--- src/rtl/div32u_restoring_seq_if.sv ---
// Handshake bundle for the sequential unsigned divider: operand channel in, result channel out.
interface div32u_restoring_seq_if #(parameter int WIDTH = 16);
   logic                 in_valid;
   logic                 in_ready;
   logic [2*WIDTH-1:0]   dividend;
   logic [WIDTH-1:0]     divisor;
   logic                 out_valid;
   logic                 out_ready;
   logic [WIDTH-1:0]     quotient;
   logic [WIDTH-1:0]     remainder;
   logic                 div_by_zero;
   logic                 overflow;

   modport master (
      output in_valid, dividend, divisor, out_ready,
      input  in_ready, out_valid, quotient, remainder, div_by_zero, overflow
   );

   modport slave (
      input  in_valid, dividend, divisor, out_ready,
      output in_ready, out_valid, quotient, remainder, div_by_zero, overflow
   );
endinterface

--- src/rtl/div32u_restoring_seq.sv ---
// Radix-2 restoring divider: 2*WIDTH-bit dividend / WIDTH-bit divisor, one quotient bit per cycle.
module div32u_restoring_seq #(
   parameter int WIDTH = 16
) (
   input  logic                  clk,
   input  logic                  rst_n,
   div32u_restoring_seq_if.slave bus
);
   localparam int CW = $clog2(WIDTH);

   typedef enum logic [1:0] {IDLE, RUN, DONE} state_t;

   state_t             state;
   logic [WIDTH:0]     rem_q;
   logic [WIDTH-1:0]   quo_q;
   logic [WIDTH-1:0]   lo_q;
   logic [WIDTH-1:0]   dvs_q;
   logic [CW-1:0]      cnt;

   logic               out_valid_q;
   logic [WIDTH-1:0]   quotient_q;
   logic [WIDTH-1:0]   remainder_q;
   logic               dbz_q;
   logic               ovf_q;

   logic [WIDTH:0]     r_sh;
   logic [WIDTH:0]     r_nxt;
   logic               q_bit;

   // R stays below the divisor, so the shifted value always fits in WIDTH+1 bits.
   always_comb begin
      r_sh  = {rem_q[WIDTH-1:0], lo_q[WIDTH-1]};
      q_bit = (r_sh >= {1'b0, dvs_q});
      r_nxt = q_bit ? (r_sh - {1'b0, dvs_q}) : r_sh;
   end

   assign bus.in_ready    = (state == IDLE);
   assign bus.out_valid   = out_valid_q;
   assign bus.quotient    = quotient_q;
   assign bus.remainder   = remainder_q;
   assign bus.div_by_zero = dbz_q;
   assign bus.overflow    = ovf_q;

   always_ff @(posedge clk) begin
      if (!rst_n) begin
         state       <= IDLE;
         rem_q       <= '0;
         quo_q       <= '0;
         lo_q        <= '0;
         dvs_q       <= '0;
         cnt         <= '0;
         out_valid_q <= 1'b0;
         quotient_q  <= '0;
         remainder_q <= '0;
         dbz_q       <= 1'b0;
         ovf_q       <= 1'b0;
      end else begin
         case (state)
            IDLE: begin
               if (bus.in_valid) begin
                  if (bus.divisor == '0) begin
                     quotient_q  <= '1;
                     remainder_q <= bus.dividend[WIDTH-1:0];
                     dbz_q       <= 1'b1;
                     ovf_q       <= 1'b0;
                     out_valid_q <= 1'b1;
                     state       <= DONE;
                  end else if (bus.dividend[2*WIDTH-1:WIDTH] >= bus.divisor) begin
                     // High half already >= divisor: quotient cannot fit in WIDTH bits.
                     quotient_q  <= '1;
                     remainder_q <= '0;
                     dbz_q       <= 1'b0;
                     ovf_q       <= 1'b1;
                     out_valid_q <= 1'b1;
                     state       <= DONE;
                  end else begin
                     rem_q <= {1'b0, bus.dividend[2*WIDTH-1:WIDTH]};
                     lo_q  <= bus.dividend[WIDTH-1:0];
                     dvs_q <= bus.divisor;
                     quo_q <= '0;
                     cnt   <= CW'(WIDTH - 1);
                     state <= RUN;
                  end
               end
            end
            RUN: begin
               rem_q <= r_nxt;
               quo_q <= {quo_q[WIDTH-2:0], q_bit};
               lo_q  <= {lo_q[WIDTH-2:0], 1'b0};
               if (cnt == '0) begin
                  quotient_q  <= {quo_q[WIDTH-2:0], q_bit};
                  remainder_q <= r_nxt[WIDTH-1:0];
                  dbz_q       <= 1'b0;
                  ovf_q       <= 1'b0;
                  out_valid_q <= 1'b1;
                  state       <= DONE;
               end else begin
                  cnt <= cnt - 1'b1;
               end
            end
            DONE: begin
               if (bus.out_ready) begin
                  out_valid_q <= 1'b0;
                  state       <= IDLE;
               end
            end
            default: state <= IDLE;
         endcase
      end
   end
endmodule

--- src/flat_wrapper.sv ---
// flat-port wrapper written by rule: the top's interface ports become plain ports
module div32u_restoring_seq_flat 
#(
   parameter int WIDTH = 16
)
  (clk, rst_n, bus_in_valid, bus_dividend, bus_divisor, bus_out_ready, bus_in_ready, bus_out_valid, bus_quotient, bus_remainder, bus_div_by_zero, bus_overflow);
  div32u_restoring_seq_if #(.WIDTH(WIDTH)) bus_i ();
  input  logic clk;
  input  logic rst_n;
  input wire logic [$bits(bus_i.in_valid)-1:0] bus_in_valid;
  input wire logic [$bits(bus_i.dividend)-1:0] bus_dividend;
  input wire logic [$bits(bus_i.divisor)-1:0] bus_divisor;
  input wire logic [$bits(bus_i.out_ready)-1:0] bus_out_ready;
  output wire logic [$bits(bus_i.in_ready)-1:0] bus_in_ready;
  output wire logic [$bits(bus_i.out_valid)-1:0] bus_out_valid;
  output wire logic [$bits(bus_i.quotient)-1:0] bus_quotient;
  output wire logic [$bits(bus_i.remainder)-1:0] bus_remainder;
  output wire logic [$bits(bus_i.div_by_zero)-1:0] bus_div_by_zero;
  output wire logic [$bits(bus_i.overflow)-1:0] bus_overflow;
  assign bus_i.in_valid = bus_in_valid;
  assign bus_i.dividend = bus_dividend;
  assign bus_i.divisor = bus_divisor;
  assign bus_i.out_ready = bus_out_ready;
  assign bus_in_ready = bus_i.in_ready;
  assign bus_out_valid = bus_i.out_valid;
  assign bus_quotient = bus_i.quotient;
  assign bus_remainder = bus_i.remainder;
  assign bus_div_by_zero = bus_i.div_by_zero;
  assign bus_overflow = bus_i.overflow;
  div32u_restoring_seq #(.WIDTH(WIDTH)) u_core (.clk(clk), .rst_n(rst_n), .bus(bus_i));
endmodule
--- config.mk ---
export PLATFORM = sky130hd
export DESIGN_NAME = div32u_restoring_seq_flat
export DESIGN_NICKNAME = d
export VERILOG_FILES = /design/src/rtl/div32u_restoring_seq_if.sv /design/src/rtl/div32u_restoring_seq.sv /design/src/flat_wrapper.sv
export SDC_FILE = /design/constraint.sdc
export NUM_CORES = 1
export LEC_CHECK = 0
export BUFFER_PORTS_ARGS = -buffer_cell sky130_fd_sc_hd__buf_4
export CORE_UTILIZATION = 40
export DETAILED_ROUTE_END_ITERATION = 6
export SETUP_SLACK_MARGIN = 0.15
export SLEW_MARGIN = 20
export SYNTH_ARGS = -nofsm -noshare
export SYNTH_HDL_FRONTEND = slang
export SYNTH_SLANG_ARGS = --single-unit
export TNS_END_PERCENT = 50
--- constraint.sdc ---
create_clock -name clk -period 7.8 [get_ports clk]
set_input_delay 0.39 -clock clk [delete_from_list [all_inputs] [get_ports clk]]
set_output_delay 0.39 -clock clk [all_outputs]
set_load 0.01 [all_outputs]
==> impl_metrics.yaml <==
run_status:
  status: "finished, final reports clean"
logic_synthesis:
  synth_top_area_frac: 0.3618
  yosys-top-cells-area: "dfxtp_1 36%, ha_1 7.8%, mux2i_1 6.4%"
  syn_nets: 776
  synth_area_mm2: 0.005754
  ys_seq_elements: 104
  yosysTopAreaCell: "dfxtp_1"
  yosysSeqAreaShare: 0.3618
  ys_warn_count: 0
  synth_flop_cell: "dfxtp_1"
  syn_area_per_cell_um2: 8.376
  syn_inst: 687
  async_reset_ff_frac: 0
  synth_edf_count: 0
  synth_cell_types: 63
finish:
  antennaDiodeCount: 0
  drive_gt1_frac: 0.1638
  final_design_area_no_fill_mm2: 0.006765
  area_growth_pct: 17.57
  nNetsFinal: 836
power_and_ir_drop:
  seqPwrFrac: 0.274
  clockPowerShare: 0.148
  swShare: 0.4505
  p_comb_frac: 0.578
  internal_power_mw: 1.572
  switchingPower_mw: 1.289
  irDropWorstVdd_mv: 0.1853
  power_density_mw_per_mm2: 422.8
  leakage_nw: 2.737
min_path:
  hold_depth: 3
  whs_endpoint: "u_core.dvs_q[1]$_SDFFE_PN0P_"
  hold_class: "in2reg"
  min_from: "bus_divisor[1]"
routing:
  via_per_inst: 5.635
  route.detailed.drc: 0
  drtIter0Drc: 359
  dr_total_vias: 5246
  antenna_left: 0
  wirelength_um: 16320
  wl_per_cell_um: 17.53
  first_pass_iters: 5
sta:
  slew_viol_final: 0
  tightest_slew_ps: 969.4
  final.min_clock_period_ps: 3525
  finalSetupTns_ps: 0
  fin_skew_ps: 8.357
  rsz0062_at_grt: "false"
  fin_hold_ws_ps: 295.1
  fmax_ghz: 0.2837
  hold_violations: 0
  post-route-period-util: 0.4519
  setup_viol: 0
  max-slew-margin-rel: 0.3537
grt:
  use_met2: 0.3697
  use_met1: 0.2868
  antenna_found_initial: 0
  grt_overflow: 0
  busiest_layer: "met2"
  grtUsageMet3: 0.03652
  grt_first_pass_wirelength_um: 26120
  grt_util_all_layers: 0.2292
  grt_max_degree: 67
  grt_pass1_vias: 5115
floorplan:
  rows: 43
  io_pins: 88
  fp.dieH_um: 121.9
  start_util: 0.4129
  core_mm2: 0.01393
  die_area_mm2: 0.01487
  die_w_um: 121.9
placement:
  place_area_mm2: 0.006482
  routabilityCongestion: 0.9062
  portBuffers: 87
  place_hpwl_um: 12100
worst_setup_path:
  ff2ff_setup_slack_ps: 4270
  rr_worst_depth: 12
  crit_arrival_ps: 3820
  cp.required_ps: 8090
  crit_path_start_kind: "register"
  reg2reg_to: "u_core.bus.remainder[14]$_SDFFE_PN0P_"
  crit_type: "reg2reg"
  endpoint_kind: "register"
  cp_max_fo: 3
  reg2reg_from: "u_core.lo_q[15]$_SDFFE_PN0P_"
clock_network:
  cts-htree-levels: 3
  hold_buffers: 0
  cts-root-buf: "clkbuf_16"
  cts_resized: 0
  cts_tree: "yes"
  cts_setup_buffers: 0
  cts_made_buffers: 9
  clockBufferDepth: 2
  clk_latency_ps: 350
  clkSinkCount: 104
  path_clk_slew_ps: 70
flow_run:
  drv_cap: 0
==> final cells by class <==
type / instances / area, um^2
clock buffers: 9 / 225.2
clock inverters: 6 / 43.79
fillers: 1394 / 7169
inverters: 45 / 168.9
multi-input cells: 495 / 3326
flip-flops and latches: 104 / 2082
well taps: 180 / 225.2
repair buffers: 92 / 694.4
==> registers in the layout (all words and copies together), names as in the netlist <==
signal	cells
u_core.bus.remainder	16
u_core.bus.quotient	16
u_core.bus.div_by_zero	1
u_core.cnt	4
u_core.state	2
u_core.lo_q	16
u_core.rem_q	16
u_core.bus.overflow	1
u_core.bus.out_valid	1
u_core.quo_q	15
u_core.dvs_q	16
==> layer usage <==
layer  wire (um)  up-vias
met1        7307     2454
met2        7534      150
met5           0        -
li1            -     2600
met4         700        0
met3         773       42
==> worst max path at each step <==
stage                                            start                               endpoint  slack [ps]  cells past startpoint
after global placement    u_core.state[1]$_SDFFE_PN0P_           u_core.rem_q[9]$_SDFFE_PN0P_        4230                      8
after global routing      u_core.state[1]$_SDFFE_PN0P_           u_core.rem_q[1]$_SDFFE_PN0P_        4070                      8
after floorplan                        bus_divisor[11]          u_core.dvs_q[10]$_SDFFE_PN0P_        5140                     11
final                     u_core.lo_q[15]$_SDFFE_PN0P_  u_core.bus.remainder[14]$_SDFFE_PN0P_        4270                     12
after detailed placement  u_core.state[1]$_SDFFE_PN0P_           u_core.rem_q[9]$_SDFFE_PN0P_        4090                      8
after CTS                 u_core.state[1]$_SDFFE_PN0P_           u_core.rem_q[9]$_SDFFE_PN0P_        4050                      8
==> worst max-delay path: stages (launching register included) <==
cell,delay [ps]
dfxtp_1,340
inv_1,60
ha_1,150
inv_1,50
fa_1,430
a211oi_1,410
o21a_1,230
o21bai_1,120
a2111oi_0,800
nand2_1,100
a311o_1,340
o21ai_1,180
o221a_1,240
==> per-stage QoR <==
| step | util | total power, mW | worst slack [ps] | std cells |
|---|---|---|---|---|
| 6_report | 0.4855 | 2.861 | 4275 | 931 |
| 5_1_grt | 0.4855 | 3.056 | 4068 | 931 |
| 4_1_cts | 0.4845 | 2.858 | 4055 | 930 |
| 3_5_place_dp | 0.4652 | 2.425 | 4087 | 915 |
| 3_3_place_gp | 0.4652 | 2.392 | 4230 | 915 |
| 2_1_floorplan | - | 1.973 | 5142 | 687 |
==> synthesized netlist by cell type (3+ instances only) <==
master,instances
nand2b_1,3
a21o_1,8
a31oi_1,14
nand4b_1,3
o21ai_0,23
nor3_1,11
a22oi_1,9
o21a_1,9
buf_2,11
a21oi_1,50
clkbuf_1,27
o22ai_1,16
o211ai_1,7
nand3_1,36
dfxtp_1,104
nor2_1,70
ha_1,36
o21ai_1,13
nor4_1,6
and2_1,4
nor2b_1,5
a211oi_1,21
or2_2,4
xnor2_1,10
inv_1,45
mux2_1,10
a2111oi_2,3
nand2_1,45
mux2i_1,37
==> power by group through the flow <==
| stage | registers (mW) | logic [mW] | clock network, mW |
|---|---|---|---|
| 6_report | 0.783 | 1.65 | 0.424 |
| 5_1_grt | 0.803 | 1.80 | 0.456 |
| 4_1_cts | 0.782 | 1.64 | 0.434 |
| 3_5_place_dp | 0.793 | 1.63 | 0 |
| 3_3_place_gp | 0.788 | 1.60 | 0 |
| 2_1_floorplan | 0.800 | 1.17 | 0 |
==> cells in the final DEF (no fill, tap or decap), types with 8 or more instances in the layout <==
cell / synthesis / routed
a31oi_1: 14 / 14
o21ai_0: 23 / 23
a22oi_1: 9 / 9
ha_1: 36 / 35
buf_4: 1 / 91
a211oi_1: 21 / 21
nand3_1: 36 / 36
xnor2_1: 10 / 10
nand2_1: 45 / 45
nor2_1: 70 / 69
a21o_1: 8 / 8
a21oi_1: 50 / 50
nor3_1: 11 / 11
o21a_1: 9 / 9
o22ai_1: 16 / 16
clkbuf_16: 0 / 9
inv_1: 45 / 44
mux2i_1: 37 / 37
mux2_1: 10 / 10
o21ai_1: 13 / 13
dfxtp_1: 104 / 104
==> cell families after synthesis <==
logic type,Yosys count,share of synthesized area
compound gates,197,0.2259
xor+xnor,12,0.01826
fa+ha+maj,37,0.08176
buf+inv,88,0.06306
flops,104,0.3618
mux,48,0.08589
simple gates,201,0.1633
(Power assumes the default switching activity.)
